<file path="src/rtl/muldiv_iter_unit.sv">
// Iterative RV32M multiply/divide unit.
// Multiplies by unsigned shift-add on operand magnitudes into a 2*XLEN product.
// Divides by restoring division on magnitudes.
// Sign correction happens in a single FIX step. Divide-by-zero and signed
// overflow are resolved when the request is accepted, so they finish in one cycle.
module muldiv_iter_unit #(
    parameter int XLEN = 32
) (
    input  logic            clk,
    input  logic            rst_n,
    input  logic            start_i,
    input  logic            kill_i,
    input  logic [2:0]      op_i,
    input  logic [XLEN-1:0] a_i,
    input  logic [XLEN-1:0] b_i,
    output logic            busy_o,
    output logic            done_o,
    output logic [XLEN-1:0] result_o
);

    localparam int CNT_W = $clog2(XLEN) + 1;
    localparam logic [XLEN-1:0] MIN_NEG = {1'b1, {(XLEN-1){1'b0}}};

    typedef enum logic [1:0] {IDLE, CALC, FIX, DONE} state_t;

    state_t            state, state_nxt;
    logic [2:0]        op_q;
    logic              neg_a_q, neg_b_q;
    logic [XLEN-1:0]   acc;       // product high half / partial remainder
    logic [XLEN-1:0]   lo;        // product low half / multiplier / quotient
    logic [XLEN-1:0]   opb;       // multiplicand or divisor magnitude
    logic [CNT_W-1:0]  cnt;
    logic [XLEN-1:0]   result_q;

    logic              accept, special;
    logic              a_signed, b_signed, neg_a, neg_b, div_zero, div_ovf;
    logic [XLEN-1:0]   mag_a, mag_b, special_res;

    logic [XLEN:0]     mul_add, mul_sum, div_shift;
    logic              div_ge;
    logic [XLEN-1:0]   div_rem, acc_step, lo_step;

    logic [2*XLEN-1:0] prod, prod_fix;
    logic [XLEN-1:0]   quo_fix, rem_fix, fix_res;

    // Decode the incoming request: signedness, magnitudes and the single-cycle special cases.
    always_comb begin
        // NOTE: every output of a combinational block gets a value on every path, otherwise a latch is inferred.
        a_signed    = op_i[2] ? !op_i[0] : (op_i[1:0] != 2'b11);
        b_signed    = op_i[2] ? !op_i[0] : !op_i[1];
        neg_a       = a_signed & a_i[XLEN-1];
        neg_b       = b_signed & b_i[XLEN-1];
        mag_a       = neg_a ? -a_i : a_i;
        mag_b       = neg_b ? -b_i : b_i;
        div_zero    = op_i[2] && (b_i == '0);
        div_ovf     = op_i[2] && !op_i[0] && (a_i == MIN_NEG) && (b_i == '1);
        special     = div_zero || div_ovf;
        if (div_zero) special_res = op_i[1] ? a_i : '1;
        else          special_res = op_i[1] ? '0 : a_i;
        accept      = ((state == IDLE) || (state == DONE)) && start_i && !kill_i;
    end

    // One multiply (shift-add) or divide (restoring) iteration.
    always_comb begin
        mul_add   = lo[0] ? {1'b0, opb} : '0;
        mul_sum   = {1'b0, acc} + mul_add;
        div_shift = {acc, lo[XLEN-1]};
        div_ge    = div_shift >= {1'b0, opb};
        div_rem   = div_shift[XLEN-1:0] - opb;
        if (op_q[2]) begin
            acc_step = div_ge ? div_rem : div_shift[XLEN-1:0];
            lo_step  = {lo[XLEN-2:0], div_ge};
        end else begin
            acc_step = mul_sum[XLEN:1];
            lo_step  = {mul_sum[0], lo[XLEN-1:1]};
        end
    end

    // Sign correction and result selection for the FIX step.
    always_comb begin
        prod     = {acc, lo};
        prod_fix = (neg_a_q ^ neg_b_q) ? -prod : prod;
        quo_fix  = (neg_a_q ^ neg_b_q) ? -lo : lo;
        rem_fix  = neg_a_q ? -acc : acc;
        case (op_q)
            3'd0:          fix_res = prod_fix[XLEN-1:0];
            3'd1, 3'd2,
            3'd3:          fix_res = prod_fix[2*XLEN-1:XLEN];
            3'd4, 3'd5:    fix_res = quo_fix;
            default:       fix_res = rem_fix;
        endcase
    end

    // Next-state logic; kill_i overrides everything in CALC/FIX.
    always_comb begin
        state_nxt = state;
        case (state)
            IDLE: if (accept) state_nxt = special ? DONE : CALC;
            CALC: begin
                if (kill_i)                    state_nxt = IDLE;
                else if (cnt == CNT_W'(1))     state_nxt = FIX;
            end
            FIX:  state_nxt = kill_i ? IDLE : DONE;
            DONE: begin
                if (accept) state_nxt = special ? DONE : CALC;
                else        state_nxt = IDLE;
            end
            default: state_nxt = IDLE;
        endcase
    end

    // State register.
    always_ff @(posedge clk or negedge rst_n) begin
        // NOTE: sequential state uses non-blocking assignments so every register samples pre-edge values.
        if (!rst_n) state <= IDLE;
        else        state <= state_nxt;
    end

    // Operand capture, iteration and result registers.
    always_ff @(posedge clk or negedge rst_n) begin
        if (!rst_n) begin
            op_q     <= '0;
            neg_a_q  <= 1'b0;
            neg_b_q  <= 1'b0;
            acc      <= '0;
            lo       <= '0;
            opb      <= '0;
            cnt      <= '0;
            result_q <= '0;
        end else if (accept) begin
            op_q    <= op_i;
            neg_a_q <= neg_a;
            neg_b_q <= neg_b;
            acc     <= '0;
            lo      <= op_i[2] ? mag_a : mag_b;
            opb     <= op_i[2] ? mag_b : mag_a;
            cnt     <= CNT_W'(XLEN);
            if (special) result_q <= special_res;
        end else if (state == CALC) begin
            acc <= acc_step;
            lo  <= lo_step;
            cnt <= cnt - CNT_W'(1);
        end else if ((state == FIX) && !kill_i) begin
            result_q <= fix_res;
        end
    end

    assign busy_o   = (state == CALC) || (state == FIX);
    assign done_o   = (state == DONE);
    assign result_o = result_q;

endmodule

</file>
<file path="config.mk">
export PLATFORM = sky130hd
export DESIGN_NAME = muldiv_iter_unit
export DESIGN_NICKNAME = d
export VERILOG_FILES = /design/src/rtl/muldiv_iter_unit.sv
export SDC_FILE = /design/constraint.sdc
export NUM_CORES = 1
export LEC_CHECK = 0
export CAP_MARGIN = 15
export CORE_UTILIZATION = 50
export DETAILED_ROUTE_END_ITERATION = 10
export PLACE_DENSITY = 0.78
export SLEW_MARGIN = 25
export SYNTH_ARGS = -nofsm -noshare
export SYNTH_HDL_FRONTEND = slang
export SYNTH_SLANG_ARGS = --single-unit
export TNS_END_PERCENT = 30
</file>
<file path="constraint.sdc">
create_clock -name clk -period 3.5 [get_ports clk]
set_input_delay 0.35 -clock clk [delete_from_list [all_inputs] [get_ports clk]]
set_output_delay 0.35 -clock clk [all_outputs]
set_load 0.01 [all_outputs]
</file>
==> flow_summary_export.csv <==
group,metric,value,unit
power_and_ir_drop,power.combinational.fraction,74.1,%
synth,ys_async_sr_fraction,100,%
timing,hold_slack,0.478,ns
worst_setup_path,worst-endpoint-required,3.80,ns
grt,grt_first_pass_wirelength,91500,µm
timing,fmax_achieved,0.294,GHz
power_and_ir_drop,post-layout-total-power,0.0207,W
floorplanning,die_ar,31000,µm²
detailed_routing,vias_per_cell,6.61,
timing,setup_tns,0,ns
power_and_ir_drop,power_per_cell_area,1140,nW/µm²
floorplanning,boundaryPins,105,
grt,grt_antenna_before_repair,1,
floorplanning,row_count,63,
layout,layout.cells.most_common,"o21ai_0",
worst_setup_path,worst_path_largest_cell_delay,0.42,ns
grt,vias_in_the_first_global_route,15619,
placed_design,post_dp_hpwl,46900,µm
layout,multi_input_logic_area,10900,µm²
layout,synthToLayoutAreaGrowth,19.9,%
worst_setup_path,cp_common_cell,"a21oi_1",
timing,final_worst_path_period_share,97.1,%
synth,yosysSeqAreaShare,23.3,%
layout,most-common-layout-cells,"236 x o21ai_0, 198 x nand2_1, 193 x a21oi_1",
power_and_ir_drop,switching_power,0.0108,W
run,maxCapViolCount,0,
synth,syn_avg_cell_area,7.41,µm²
cts,cts.root.buffer_cell,"clkbuf_16",
floorplanning,initial_core_util,51.0,%
detailed_routing,drc,0,
layout,drive_gt1_share,12.3,%
min_path,min-delay-path-class,"flop to flop",
synth,synth-seq-cells,141,
cts,cts.sink_count,141,
layout,final_nets,2329,
worst_setup_path,crit_slowest_cell,"dfrtp_1",
grt,gr_util_all_layers,38.8,%
cts,clk_pin_slew_worst_paths,0.07,ns
layout,antenna_cells_inserted,0,
timing,tightest_slew,1.13,ns
placed_design,port_buffers,104,
cts,max-clock-path-buffers,2,
worst_setup_path,timing.critical_path.buf_inv,3,
floorplanning,die_h,176,µm
detailed_routing,drt_pre_antenna_iters,9,
detailed_routing,detail_route.iter0.violations,2665,
worst_setup_path,startpoint_type,"flop",
timing,fin_worst_skew,0.0130,ns
timing,slew_headroom,24.3,%
worst_setup_path,r2r_setup_slack,0.1,ns
grt,grt_use_met3,9.91,%
cts,cts_tree,"built",
grt,gr-usage-met1,53.2,%
floorplanning,die-width,176,µm
detailed_routing,drt-wirelength-per-cell,23.4,µm
synth,syn_nets,2196,
timing,slew_viol_final,0,
worst_setup_path,cp-end-kind,"flop",
placed_design,place.detailed.instances,2549,
detailed_routing,detail_route.wirelength,60400,µm
synth,syn-cell-area,15200,µm²
grt,global_route.peak_usage_layer,"met2",
timing,rsz0062_at_grt,"true",
floorplanning,core_region_area,29700,µm²
synth,yosysUniqueCellTypes,84,
detailed_routing,postRouteAntennaNets,0,
worst_setup_path,worst-path-max-fanout,16,
power_and_ir_drop,leakage,7.60,nW
worst_setup_path,worstSetupPathType,"flop to flop",
timing,setup_viol,0,
synth,synth_enable_flop_cells,0,
power_and_ir_drop,switching_share,52.3,%
placed_design,place.gp.congestion,1.08,
grt,globalRoute.totalOverflow,0,
power_and_ir_drop,intPower,0.00985,W
timing,timing_hold_violations_final,0,
cts,cts_htree_levels,4,
cts,cts_buffers,17,
worst_setup_path,path_cells,"inv_1 > buf_12 > nor2_1 > ha_1 > a21oi_1 > o221ai_2 > a21oi_1 > a2111o_1 > nand3_2 > a31oi_1 > o31ai_1 > buf_4 > xnor2_1 > o211ai_1",
power_and_ir_drop,clock_power_share,9.6,%
synth,netlist_instances,2047,
grt,pin_count_of_the_biggest_net_entering_global_routing,93,
layout,stdcell_count,2583,
worst_setup_path,cp.arrival,3.70,ns
detailed_routing,via_count,17081,
timing,timing.final.crit_period,3.40,ns
synth,yosys_warnings,0,
grt,globalRouteMet2Util,55.8,%
cts,clock_latency,0.44,ns
run_status,outcome,"complete, no violations",
worst_setup_path,critPathTopFamily,"compound AO/OA/AOI/OAI gates",
power_and_ir_drop,ir_worst_vdd,521,µV
synth,yosys_most_used_dff,"dfrtp_1",
layout,fillCellCount,2654,
power_and_ir_drop,share_seq_of_total_power,16.4,%
layout,ff_latch_area,3530,µm²
-- kinds of logic (layout without fill, tap and decap cells) --
logic type,after synthesis,count (layout),synth area share [%]
compound gates,725,725,29.5
simple gates,606,606,19.0
buf+inv,238,384,6.05
xor+xnor,193,193,11.1
flops,141,141,23.3
fa+ha+maj,78,78,6.54
mux,66,66,4.51
-- cells in the mapped netlist (6+ instances only) --
master | count | share of area (%)
a211oi_1 | 14 | 0.69
nand2_1 | 199 | 4.9
buf_2 | 7 | 0.23
nor2b_1 | 11 | 0.45
a22oi_1 | 10 | 0.50
o211ai_1 | 62 | 3.1
clkbuf_1 | 136 | 3.4
o31ai_1 | 25 | 1.2
a31oi_1 | 20 | 0.83
o41ai_1 | 13 | 0.75
nand4_1 | 26 | 1.1
a221oi_1 | 12 | 0.69
xnor2_1 | 116 | 6.7
o21ai_0 | 238 | 7.9
inv_1 | 78 | 1.9
and3_1 | 13 | 0.54
mux2i_1 | 47 | 3.1
xor2_1 | 77 | 4.4
a21boi_0 | 6 | 0.30
a21oi_1 | 195 | 6.4
mux2_2 | 18 | 1.3
buf_1 | 15 | 0.37
dfrtp_1 | 141 | 23
o22ai_1 | 8 | 0.33
o21a_1 | 10 | 0.50
nor2_1 | 181 | 4.5
a21o_1 | 42 | 2.1
or4_1 | 11 | 0.54
nor4_1 | 20 | 0.83
nor3_1 | 42 | 1.4
nand3_1 | 32 | 1.1
o221ai_1 | 8 | 0.46
or3_1 | 11 | 0.45
ha_1 | 76 | 6.3
and2_1 | 12 | 0.50
nand2b_1 | 15 | 0.62
-- power by group through the flow --
stage / combinational, W / sequential [W] / clock, W
floorplan: 0.00983 / 0.00304 / 0
global placement: 0.0144 / 0.00333 / 0
detailed placement: 0.0146 / 0.00336 / 0
CTS: 0.0148 / 0.00334 / 0.00197
global route: 0.0164 / 0.00347 / 0.00204
finish: 0.0153 / 0.00339 / 0.00198
-- final timing paths --
check	start	to	cells past startpoint
min reg2reg	result_o[5]	result_o[5]	1
max in group asynchronous	rst_n	opb[23]	3
max	lo[0]	acc[30]	14
min	result_o[5]	result_o[5]	1
min in group asynchronous	rst_n	result_o[19]	2
max reg2reg	lo[0]	acc[30]	14
-- what timing repair did --
item / 4_1_cts / 5_1_grt
setup buffers: 0 / 1
pin swaps: 0 / 4
hold buffers: 1 / 0
gates resized for setup: 2 / 19
cloned: 0 / 0
endpoints found under the setup margin: 3 / 20
endpoints found under the hold margin: 63 / 0
-- registers in the layout, indices dropped and copies added (netlist names), 2 cells and up --
name and flops:
cnt 6, acc 32, op_q 3, state 2, opb 32, lo 32
result_o 32
-- metal layers --
metal  wire [µm]  vias up  part of all wire (%)
li1            -     7691                     -
met1       24300     8028                    40
met2       25100     1150                    42
met3        7350      210                    12
met4        3540        2                   5.9
met5          22        -                 0.036
-- stage by stage --
step                      cell area [µm²]  util, %  setup slack (ns)
after CTS                           18100     60.9            0.0285
after floorplan                     15200        -             0.263
final                               18200     61.2            0.0999
after global placement              17500     58.8           -0.0219
after global routing                18200     61.2           -0.0352
after detailed placement            17500     58.8           -0.0481
-- cell type report --
type / instances / area share [%]
Timing Repair Buffer: 274 / 13.2
Multi-Input combinational cell: 1668 / 59.7
Clock inverter: 14 / 0.991
Sequential cell: 141 / 19.4
Tap cell: 390 / 2.68
Inverter: 78 / 1.61
Clock buffer: 18 / 2.36
Note: power is estimated with default switching activity, not from simulation.
